--- src/rtl/ghost_wall_arbiter_if.sv ---
// Query/response bundle between the four ghost controllers and the wall-lookup server.
// Ghost i owns slice i of req_x/req_y; gnt is one-hot and rsp_id names the ghost being answered.
interface ghost_wall_arbiter_if #(
    parameter int XW = 10,
    parameter int YW = 9
);
    logic [3:0]      req;
    logic [4*XW-1:0] req_x;
    logic [4*YW-1:0] req_y;
    logic [3:0]      gnt;
    logic            rsp_valid;
    logic [1:0]      rsp_id;
    logic            rsp_wall;

    modport master (
        output req, req_x, req_y,
        input  gnt, rsp_valid, rsp_id, rsp_wall
    );

    modport slave (
        input  req, req_x, req_y,
        output gnt, rsp_valid, rsp_id, rsp_wall
    );
endinterface

--- src/rtl/ghost_wall_arbiter.sv ---
// Round-robin wall-lookup server for four ghosts plus the shared movement step_tick.
// Optional macro GHOST_STEP_GATE_EN holds a step_tick that lands while a query is in flight.
module ghost_wall_arbiter #(
    parameter int TILE         = 20,
    parameter int STEP_DIV     = 12_500_000,
    parameter int WIDTH        = 640,
    parameter int HEIGHT       = 480,
    parameter int TILE_COL_NUM = 32,
    parameter int TILE_ROW_NUM = 24
) (
    input  logic                                 clk,
    input  logic                                 reset,
    ghost_wall_arbiter_if.slave                  bus,
    input  logic [TILE_ROW_NUM*TILE_COL_NUM-1:0] tilemap_walls,
    output logic                                 busy,
    output logic                                 step_tick
);
    localparam int XW    = $clog2(WIDTH);
    localparam int YW    = $clog2(HEIGHT);
    localparam int NBITS = TILE_ROW_NUM * TILE_COL_NUM;
    localparam int IW    = $clog2(NBITS);
    localparam int SW    = $clog2(STEP_DIV);

    typedef enum logic [2:0] {IDLE, DIVX, DIVY, LOOKUP, RESP} state_t;

    state_t          r_state;
    logic [XW-1:0]   r_x_rem;
    logic [YW-1:0]   r_y_rem;
    logic [5:0]      r_col;
    logic [4:0]      r_row;
    logic [1:0]      r_ptr;
    logic [3:0]      r_gnt;
    logic            r_rsp_valid;
    logic [1:0]      r_rsp_id;
    logic            r_rsp_wall;
    logic            r_busy;
    logic [SW-1:0]   r_step_cnt;
    logic            r_step_tick;

    state_t          w_state_nxt;
    logic [XW-1:0]   w_x_nxt;
    logic [YW-1:0]   w_y_nxt;
    logic [5:0]      w_col_nxt;
    logic [4:0]      w_row_nxt;
    logic [1:0]      w_ptr_nxt;
    logic [3:0]      w_gnt_nxt;
    logic            w_rsp_valid_nxt;
    logic [1:0]      w_rsp_id_nxt;
    logic            w_rsp_wall_nxt;
    logic [1:0]      w_pick;
    logic [1:0]      w_cand;
    logic [IW-1:0]   w_idx;
    logic            w_off_map;
    logic            w_wrap_next;
    logic            w_tick_nxt;

    // Scan from ptr+4 down to ptr+1 so the nearest requester after ptr is written last and wins.
    always_comb begin
        w_pick = r_ptr;
        w_cand = r_ptr;
        for (int i = 4; i >= 1; i--) begin
            w_cand = r_ptr + 2'(i);
            if (bus.req[w_cand]) w_pick = w_cand;
        end
    end

    assign w_idx     = IW'(r_row) * IW'(TILE_COL_NUM) + IW'(r_col);
    assign w_off_map = (r_col >= 6'(TILE_COL_NUM)) || (r_row >= 5'(TILE_ROW_NUM));

    // NOTE: every output of this block gets a default first, so no path can infer a latch.
    always_comb begin
        w_state_nxt     = r_state;
        w_x_nxt         = r_x_rem;
        w_y_nxt         = r_y_rem;
        w_col_nxt       = r_col;
        w_row_nxt       = r_row;
        w_ptr_nxt       = r_ptr;
        w_gnt_nxt       = 4'b0000;
        w_rsp_valid_nxt = 1'b0;
        w_rsp_id_nxt    = r_rsp_id;
        w_rsp_wall_nxt  = r_rsp_wall;
        case (r_state)
            // RESP arbitrates like IDLE so back-to-back queries cost col+row+4 cycles each.
            IDLE, RESP: begin
                w_state_nxt = IDLE;
                if (|bus.req) begin
                    w_x_nxt          = bus.req_x[w_pick*XW +: XW];
                    w_y_nxt          = bus.req_y[w_pick*YW +: YW];
                    w_col_nxt        = '0;
                    w_row_nxt        = '0;
                    w_ptr_nxt        = w_pick;
                    w_rsp_id_nxt     = w_pick;
                    w_gnt_nxt[w_pick] = 1'b1;
                    w_state_nxt      = DIVX;
                end
            end
            DIVX: begin
                if (r_x_rem >= XW'(TILE)) begin
                    w_x_nxt   = r_x_rem - XW'(TILE);
                    w_col_nxt = r_col + 6'd1;
                end else begin
                    w_state_nxt = DIVY;
                end
            end
            DIVY: begin
                if (r_y_rem >= YW'(TILE)) begin
                    w_y_nxt   = r_y_rem - YW'(TILE);
                    w_row_nxt = r_row + 5'd1;
                end else begin
                    w_state_nxt = LOOKUP;
                end
            end
            LOOKUP: begin
                w_rsp_wall_nxt  = w_off_map ? 1'b1 : tilemap_walls[w_idx];
                w_rsp_valid_nxt = 1'b1;
                w_state_nxt     = RESP;
            end
            default: w_state_nxt = IDLE;
        endcase
    end

    // The counter will read STEP_DIV-1 next cycle; registering this keeps step_tick glitch-free.
    assign w_wrap_next = (r_step_cnt == SW'(STEP_DIV - 2));

`ifdef GHOST_STEP_GATE_EN
    logic r_tick_pend;
    logic w_busy_nxt;
    logic w_pend_nxt;

    assign w_busy_nxt = (w_state_nxt != IDLE);
    assign w_tick_nxt = (w_wrap_next || r_tick_pend) && !w_busy_nxt;
    assign w_pend_nxt = (w_wrap_next || r_tick_pend) && w_busy_nxt;

    always_ff @(posedge clk) begin
        if (reset) r_tick_pend <= 1'b0;
        else       r_tick_pend <= w_pend_nxt;
    end
`else
    assign w_tick_nxt = w_wrap_next;
`endif

    // NOTE: sequential state uses non-blocking assignments so every register samples pre-edge values.
    always_ff @(posedge clk) begin
        if (reset) begin
            r_state     <= IDLE;
            r_x_rem     <= '0;
            r_y_rem     <= '0;
            r_col       <= '0;
            r_row       <= '0;
            r_ptr       <= 2'd3;
            r_gnt       <= 4'b0000;
            r_rsp_valid <= 1'b0;
            r_rsp_id    <= 2'd0;
            r_rsp_wall  <= 1'b0;
            r_busy      <= 1'b0;
            r_step_cnt  <= '0;
            r_step_tick <= 1'b0;
        end else begin
            r_state     <= w_state_nxt;
            r_x_rem     <= w_x_nxt;
            r_y_rem     <= w_y_nxt;
            r_col       <= w_col_nxt;
            r_row       <= w_row_nxt;
            r_ptr       <= w_ptr_nxt;
            r_gnt       <= w_gnt_nxt;
            r_rsp_valid <= w_rsp_valid_nxt;
            r_rsp_id    <= w_rsp_id_nxt;
            r_rsp_wall  <= w_rsp_wall_nxt;
            r_busy      <= (w_state_nxt != IDLE);
            r_step_cnt  <= (r_step_cnt == SW'(STEP_DIV - 1)) ? '0 : r_step_cnt + SW'(1);
            r_step_tick <= w_tick_nxt;
        end
    end

    assign bus.gnt       = r_gnt;
    assign bus.rsp_valid = r_rsp_valid;
    assign bus.rsp_id    = r_rsp_id;
    assign bus.rsp_wall  = r_rsp_wall;
    assign busy          = r_busy;
    assign step_tick     = r_step_tick;
endmodule

--- src/flat_wrapper.sv ---
// flat-port wrapper written by rule: the top's interface ports become plain ports
module ghost_wall_arbiter_flat 
#(
    parameter int TILE         = 20,
    parameter int STEP_DIV     = 12_500_000,
    parameter int WIDTH        = 640,
    parameter int HEIGHT       = 480,
    parameter int TILE_COL_NUM = 32,
    parameter int TILE_ROW_NUM = 24
)
  (clk, reset, tilemap_walls, busy, step_tick, bus_req, bus_req_x, bus_req_y, bus_gnt, bus_rsp_valid, bus_rsp_id, bus_rsp_wall);
  ghost_wall_arbiter_if bus_i ();
  input  logic clk;
  input  logic reset;
  input  logic [TILE_ROW_NUM*TILE_COL_NUM-1:0] tilemap_walls;
  output logic busy;
  output logic step_tick;
  input wire logic [$bits(bus_i.req)-1:0] bus_req;
  input wire logic [$bits(bus_i.req_x)-1:0] bus_req_x;
  input wire logic [$bits(bus_i.req_y)-1:0] bus_req_y;
  output wire logic [$bits(bus_i.gnt)-1:0] bus_gnt;
  output wire logic [$bits(bus_i.rsp_valid)-1:0] bus_rsp_valid;
  output wire logic [$bits(bus_i.rsp_id)-1:0] bus_rsp_id;
  output wire logic [$bits(bus_i.rsp_wall)-1:0] bus_rsp_wall;
  assign bus_i.req = bus_req;
  assign bus_i.req_x = bus_req_x;
  assign bus_i.req_y = bus_req_y;
  assign bus_gnt = bus_i.gnt;
  assign bus_rsp_valid = bus_i.rsp_valid;
  assign bus_rsp_id = bus_i.rsp_id;
  assign bus_rsp_wall = bus_i.rsp_wall;
  ghost_wall_arbiter #(.TILE(TILE), .STEP_DIV(STEP_DIV), .WIDTH(WIDTH), .HEIGHT(HEIGHT), .TILE_COL_NUM(TILE_COL_NUM), .TILE_ROW_NUM(TILE_ROW_NUM)) u_core (.clk(clk), .reset(reset), .bus(bus_i), .tilemap_walls(tilemap_walls), .busy(busy), .step_tick(step_tick));
endmodule
--- config.mk ---
export PLATFORM = sky130hd
export DESIGN_NAME = ghost_wall_arbiter_flat
export DESIGN_NICKNAME = d
export VERILOG_FILES = /design/src/rtl/ghost_wall_arbiter_if.sv /design/src/rtl/ghost_wall_arbiter.sv /design/src/flat_wrapper.sv
export SDC_FILE = /design/constraint.sdc
export NUM_CORES = 1
export LEC_CHECK = 0
export CORE_AREA = 4 4 329 331
export DETAILED_ROUTE_END_ITERATION = 12
export DIE_AREA = 0 0 333 335
export GPL_TIMING_DRIVEN = 0
export PLACE_DENSITY = 0.33
export SLEW_MARGIN = 40
export SYNTH_ARGS = -nofsm -noshare
export SYNTH_HDL_FRONTEND = slang
export SYNTH_SLANG_ARGS = --single-unit
--- constraint.sdc ---
create_clock -name clk -period 3.6 [get_ports clk]
set_input_delay 0.54 -clock clk [delete_from_list [all_inputs] [get_ports clk]]
set_output_delay 0.54 -clock clk [all_outputs]
set_load 0.05 [all_outputs]
==> summary.txt, run 1 <==
Outcome: finished, final reports clean
Die area: 112000 um2
Seq/Total Area, Yosys: 0.134
Post-DRT Antenna Nets: 0
GRT overflow: 0
CP required: 3.81 ns
Hold Vio Cnt, Final: 0
Setup Skew: 0.00613 ns
Async S/R FF share, synth: 0
Internal Pwr Total: 4020 uW
Avg WL per Cell: 31.0 um
Total power: 7460 uW
Top cells by count, synth: 177 x mux2i_1, 107 x mux4_2, 79 x nand2_1
Sink Count: 69
Layout Nets: 2865
Startpoint Class: flip-flop
Switching share of total power: 0.461
First-pass GRT wire length: 136000 um
Total detailed-routing wirelength: 106000 um
Crit. End Element: flip-flop
PwrDens: 348 nW/um2
Yosys top cell by area: mux4_2
Largest net degree at the start of global routing: 11
Critical path class: reg -> reg
Place WS: -1.13 ns
Unrepaired setup endpoints after global routing: false
Register Area: 1380 um2
Initial antenna violation count: 26
Core footprint: 105000 um2
Clock root cell: clkbuf_16
Final slew viol count: 0
Period utilisation layout: 0.965
Critical path arrival: 3.68 ns
Most common cell in the netlist: mux2i_1
Post-synth EDFFs: 0
Max Cap Viol: 0
Combinational share of power: 0.747
Sequential share of power: 0.141
Die X: 333 um
Vias per cell: 4.09
Slew @ Worst Pin: 0.870 ns
Number of core rows: 119
Sw Pwr: 3440 uW
Ratio of cells with drive above 1 in the final layout: 0.132
# fillers: 11675
Worst Hold Slack: 0.462 ns
Max Fanout on Critical Path: 10
Routability congestion estimate: 0.862
Area Overhead vs Synth: 109%
Initial core utilization: 0.0979
Synth Instances: 1130
Yosys warns: 0
Clock power frac: 0.112
Vias in the first global route: 15074
Clock-pin slew on the worst setup and hold paths: 0.05 ns
Synthesized net count: 1991
DP Wirelength: 91200 um
Final min period: 3.47 ns
Finish-stage setup viols: 0
H-Tree Level Count: 3
Skew-Pair Late Insertion Delay: 0.33 ns
Worst setup margin: 0.127 ns
Drc violations: 0
Max Fclk: 288 MHz
Post-synth cell types: 64
Routed via count: 13948
Max IR drop VDD: 0.275 mV
Setup TNS: 0 ns
Hold WC Path Type: reg -> reg
CTS tree: done
First-pass DRT Iterations: 5
Top Ports: 860
Hold buffer count at cts: 0
Synthesized area per cell: 9.11 um2
Die height: 335 um
Area share of the largest cell type after synthesis: 0.234
Seq cells post-synth: 69
Cts bufs inserted: 9
Final Util: 0.204
Mapped cell area: 10300 um2
All-Layer GR Usage: 0.178
IO Port Bufs: 858
LEAKAGE: 0.00686 uW
Synth top area cells: mux4_2 23%, mux2i_1 17%, dfxtp_1 13%
Main synth FF type: dfxtp_1
Clock Tree Buf Depth: 2
Area of the multi-input gates: 8510 um2
DRT iter0 DRCs: 586
Slew Limit Headroom: 0.420
routing by layer:
metal  vias up  track usage  share of wire  wire length [um]
met5         -            0        0.00031                33
met4         4       0.0394          0.018              1860
met3        52       0.0354          0.055              5820
met2       634        0.325           0.52             54800
met1      6943        0.216           0.41             43300
li1       6315            -              -                 -
cell type report:
type,count,area share
repair buffers,864,0.402
multi-input cells,923,0.396
well taps,1391,0.0811
flip-flops and latches,69,0.0644
plain buffers,121,0.0385
clock buffers,14,0.0128
inverters,16,0.00280
diodes,14,0.00163
clock inverters,1,0.000233
layout by cell type, fill, tap and decap left out, drive strengths merged, types with 6 or more instances in the layout:
master and count:
a211o 6, a211oi 47, a21oi 48, a221o 8, a221oi 43, a22oi 9, and2 6, buf 65
clkbuf 77, clkdlybuf4s50 857, dfxtp 69, diode 14, ha 11, inv 16, mux2 6, mux2i 177
mux4 107, nand2 79, nand3 41, nand4 10, nor2 66, nor3 22, nor3b 7, nor4 6
o211ai 7, o21ai 54, o221ai 19, o22ai 21, o31a 10, or3 7, xnor2 7, xor2 25
stage by stage:
step	instances	area, um2
3_3_place_gp	3379	20600
2_1_floorplan	1130	10300
4_1_cts	3400	21400
5_1_grt	3408	21500
3_5_place_dp	3382	20700
6_report	3413	21500
cells by family after synthesis:
logic type,after synthesis,synth area share
adders and majority gates,11,0.0134
xor gates and xnor gates,32,0.0272
muxes,290,0.413
and+or+nand+nor,281,0.133
DFF,69,0.134
AOI/OAI and AO/OA,309,0.215
buffers and inverters,138,0.0643
worst paths after layout:
path,start,endpoint,slack [ns],depth (start not counted)
min,u_core.r_y_rem[1],u_core.r_y_rem[1],0.46,2
max reg2reg,u_core.r_col[4],u_core.bus.rsp_wall,0.13,8
max,u_core.r_col[4],u_core.bus.rsp_wall,0.13,8
min reg2reg,u_core.r_y_rem[1],u_core.r_y_rem[1],0.46,2
registers in the layout, indices dropped and copies added, names as in the netlist:
register              count
u_core.r_row              5
u_core.r_col              6
u_core.r_y_rem            9
u_core.bus.rsp_id         2
u_core.bus.rsp_valid      1
u_core.bus.rsp_wall       1
u_core.r_ptr              2
u_core.r_x_rem           10
u_core.r_state            3
u_core.bus.gnt            4
u_core.busy               1
u_core.r_step_cnt        24
u_core.step_tick          1
critical path, stage by stage (launching register included):
cell,delay [ns]
dfxtp_1,0.70
clkbuf_2,0.43
clkbuf_1,0.58
o221ai_1,0.28
a21oi_1,0.38
a22oi_1,0.18
a211o_1,0.37
a32oi_4,0.27
nand4_1,0.12
power by group through the flow:
| stage | Sequential, uW | Combinational (uW) | Clock [uW] |
|---|---|---|---|
| after floorplan | 1120 | 2770 | 0 |
| after global placement | 1060 | 5530 | 0 |
| after detailed placement | 1060 | 5560 | 0 |
| after CTS | 1040 | 5710 | 872 |
| after global routing | 1070 | 5980 | 905 |
| final | 1050 | 5580 | 839 |
repair_timing:
item | CTS | global route
pin swaps | 4 | 4
endpoints found under the hold margin | 0 | 0
setup endpoints to repair | 2 | 1
buffers inserted | 3 | 0
gates resized for setup | 93 | 23
(Power assumes the default switching activity.)
==> run 2: changes to the inputs <==
Settings changed: ABC_CLOCK_PERIOD_IN_PS set to 3600.
==> results of run 2 <==
Final layout, timing and power as in run 1 (identical DEF).
==> run 3: changes to the inputs <==
Settings changed: CELL_PAD_IN_SITES_DETAIL_PLACEMENT set to 1, CELL_PAD_IN_SITES_GLOBAL_PLACEMENT set to 1, CORE_AREA 4 4 329 331 to 4 4 335 337, DIE_AREA 0 0 333 335 to 0 0 339 341, PLACE_DENSITY 0.33 to 0.42.
==> run 3 against run 2 <==
Compared with the run above: sequential cell count is the same; cell count grew 0.73%; critical path depth grew 2; worst setup slack lost 0.052 ns; register-to-register slack lost 0.05 ns; first-iteration DRC count grew 31%; non-clock buffer count is the same; clock power grew 3.7%; worst hold slack gained 0.0067 ns; power is essentially flat; die area grew 3.6%; highest routed layer unchanged.
==> summary.txt, run 3 (synthesis gave the netlist of run 1 again) <==
Most common cell after layout, fill and taps aside: clkdlybuf4s50_1
Routed via count: 13985 (+0.27%)
Clock root cell: clkbuf_16
Place WS: -1.35 ns (-0.219 ns)
Startpoint Class: flip-flop
Worst Hold Slack: 0.469 ns (+0.00674 ns)
Die area: 116000 um2 (+3.6%)
H-Tree Level Count: 3 (unchanged)
Placed cell count: 3405 (+0.68%)
Initial core utilization: 0.0946 (-0.00336)
Unrepaired setup endpoints after global routing: false
Slew @ Worst Pin: 0.836 ns (-0.0348 ns)
Clock-pin slew on the worst setup and hold paths: 0.07 ns (+0.02 ns)
Largest Register: u_core.r_step_cnt
Worst Reg-to-Reg Cells: 10 (+2)
Initial antenna violation count: 27 (+3.8%)
GRT overflow: 0 (unchanged)
Vias per cell: 4.07 (-0.46%)
Max Fclk: 284 MHz (-1.5%)
Largest net degree at the start of global routing: 16 (+5)
IO Port Bufs: 858 (unchanged)
All-Layer GR Usage: 0.175 (-0.00345)
First-pass GRT wire length: 139000 um (+2.5%)
Max Fanout on Critical Path: 10 (unchanged)
Skew-Pair Late Insertion Delay: 0.34 ns (about the same)
Finish-stage setup viols: 0 (unchanged)
Register-to-register setup slack: 0.08 ns (-0.05 ns)
Final slew viol count: 0 (unchanged)
Hold Path End: u_core.r_y_rem[0]
Area of the multi-input gates: 8510 um2 (about the same)
Max reg flops: 24 (unchanged)
Hold Path Origin: u_core.r_y_rem[0]
First-pass DRT Iterations: 5 (unchanged)
Core footprint: 109000 um2 (+3.6%)
Cts bufs inserted: 9 (unchanged)
DRT iter0 DRCs: 768 (+31%)
Ratio of cells with drive above 1 in the final layout: 0.134 (+0.00143)
Die X: 339 um (+1.8%)
CP required: 3.81 ns (about the same)
Outcome: finished, final reports clean
Area Overhead vs Synth: 108% (about the same)
Most frequent cells in the layout: 857 x clkdlybuf4s50_1, 171 x mux2i_1, 107 x mux4_2
Number of core rows: 121 (+1.7%)
Period utilisation layout: 0.979 (+0.0145)
Final Util: 0.197 (-0.00711)
Setup Skew: 0.00920 ns (+0.00307 ns)
Critical path arrival: 3.74 ns (+0.06 ns)
Register Area: 1380 um2 (unchanged)
PwrDens: 348 nW/um2 (about the same)
Vias in the first global route: 15386 (+2.1%)
Sink Count: 69 (unchanged)
# fillers: 12592 (+7.9%)
Max Cap Viol: 0 (unchanged)
Layout Nets: 2865 (unchanged)
Crit. End Element: flip-flop
Critical R2R Launch: u_core.r_col[1]
Die height: 341 um (+1.8%)
Final min period: 3.52 ns (+0.0520 ns)
Largest registers: u_core.r_step_cnt x24, u_core.r_x_rem x10, u_core.r_y_rem x9
Clock Tree Buf Depth: 2 (unchanged)
Slew Limit Headroom: 0.443 (+0.0232)
Total detailed-routing wirelength: 107000 um (+1.1%)
Routability congestion estimate: 0.942 (+9.3%)
LEAKAGE: 0.00686 uW (about the same)
Avg WL per Cell: 31.1 um (+0.36%)
Final non-filler cell total: 3438 (+0.73%)
CTS tree: done
Worst setup margin: 0.0753 ns (-0.0520 ns)
Hold depth: 2 (unchanged)
Critical path class: reg -> reg
Hold buffer count at cts: 0 (unchanged)
Max IR drop VDD: 0.216 mV (-21%)
FF-to-FF End: u_core.bus.rsp_wall
Post-DRT Antenna Nets: 0 (unchanged)
Hold Vio Cnt, Final: 0 (unchanged)
Hold WC Path Type: reg -> reg
Top Ports: 860 (unchanged)
Drc violations: 0 (unchanged)
DP Wirelength: 92800 um (+1.8%)
-- run 3: area by class of cell --
class                   instances  share of cell area
diodes                         15             0.00175
plain buffers                 122              0.0368
clock buffers                   9              0.0105
clock inverters                 7             0.00292
inverters                      16             0.00280
multi-input cells             923               0.396
flip-flops and latches         69              0.0644
well taps                    1414              0.0825
repair buffers                863               0.402
-- run 3: worst max-delay path, cell delays in order, from the launching register on --
cell	delay [ns]
dfxtp_1	0.37
buf_4	0.25
buf_2	0.36
buf_4	0.40
buf_4	0.34
mux4_2	0.35
o21ai_1	0.31
a22oi_1	0.13
a211o_1	0.37
a32oi_2	0.34
nand4_1	0.13
-- run 3: what timing repair did --
item / 4_1_cts / 5_1_grt
cloned: 0 / 0
resized for setup: 85 / 18
endpoints found under the hold margin: 0 / 0
pin swaps: 3 / 2
setup endpoints to repair: 3 / 1
setup buffers: 1 / 0
-- run 3: per-stage QoR --
step / setup TNS, ns / area (um2) / power, uW
final: 0 / 21500 / 7470
after global routing: 0 / 21400 / 7950
after CTS: 0 / 21400 / 7620
after detailed placement: -1.61 / 20800 / 6610
after global placement: -3.57 / 20600 / 6540
after floorplan: 0 / 10300 / 3890
-- run 3: metal layers --
layer / wire, um / global-route usage
met5: 50 / 0
met4: 1910 / 0.0392
met3: 7050 / 0.0480
met2: 53400 / 0.308
met1: 44500 / 0.212
-- run 3: power by group --
group | switching (uW) | internal [uW]
Clock | 389 | 481
Combinational | 2970 | 2570
Sequential | 137 | 916
-- run 3: worst max-delay path by stage --
stage	slack, ns	start	endpoint
global route	0.009	u_core.r_col[1]	u_core.bus.rsp_wall
CTS	0.001	u_core.r_col[0]	u_core.bus.rsp_wall
floorplan	1.06	u_core.r_col[1]	u_core.bus.rsp_wall
finish	0.08	u_core.r_col[1]	u_core.bus.rsp_wall
detailed placement	-1.35	u_core.r_col[1]	u_core.bus.rsp_wall
global placement	-1.95	u_core.r_col[0]	u_core.bus.rsp_wall
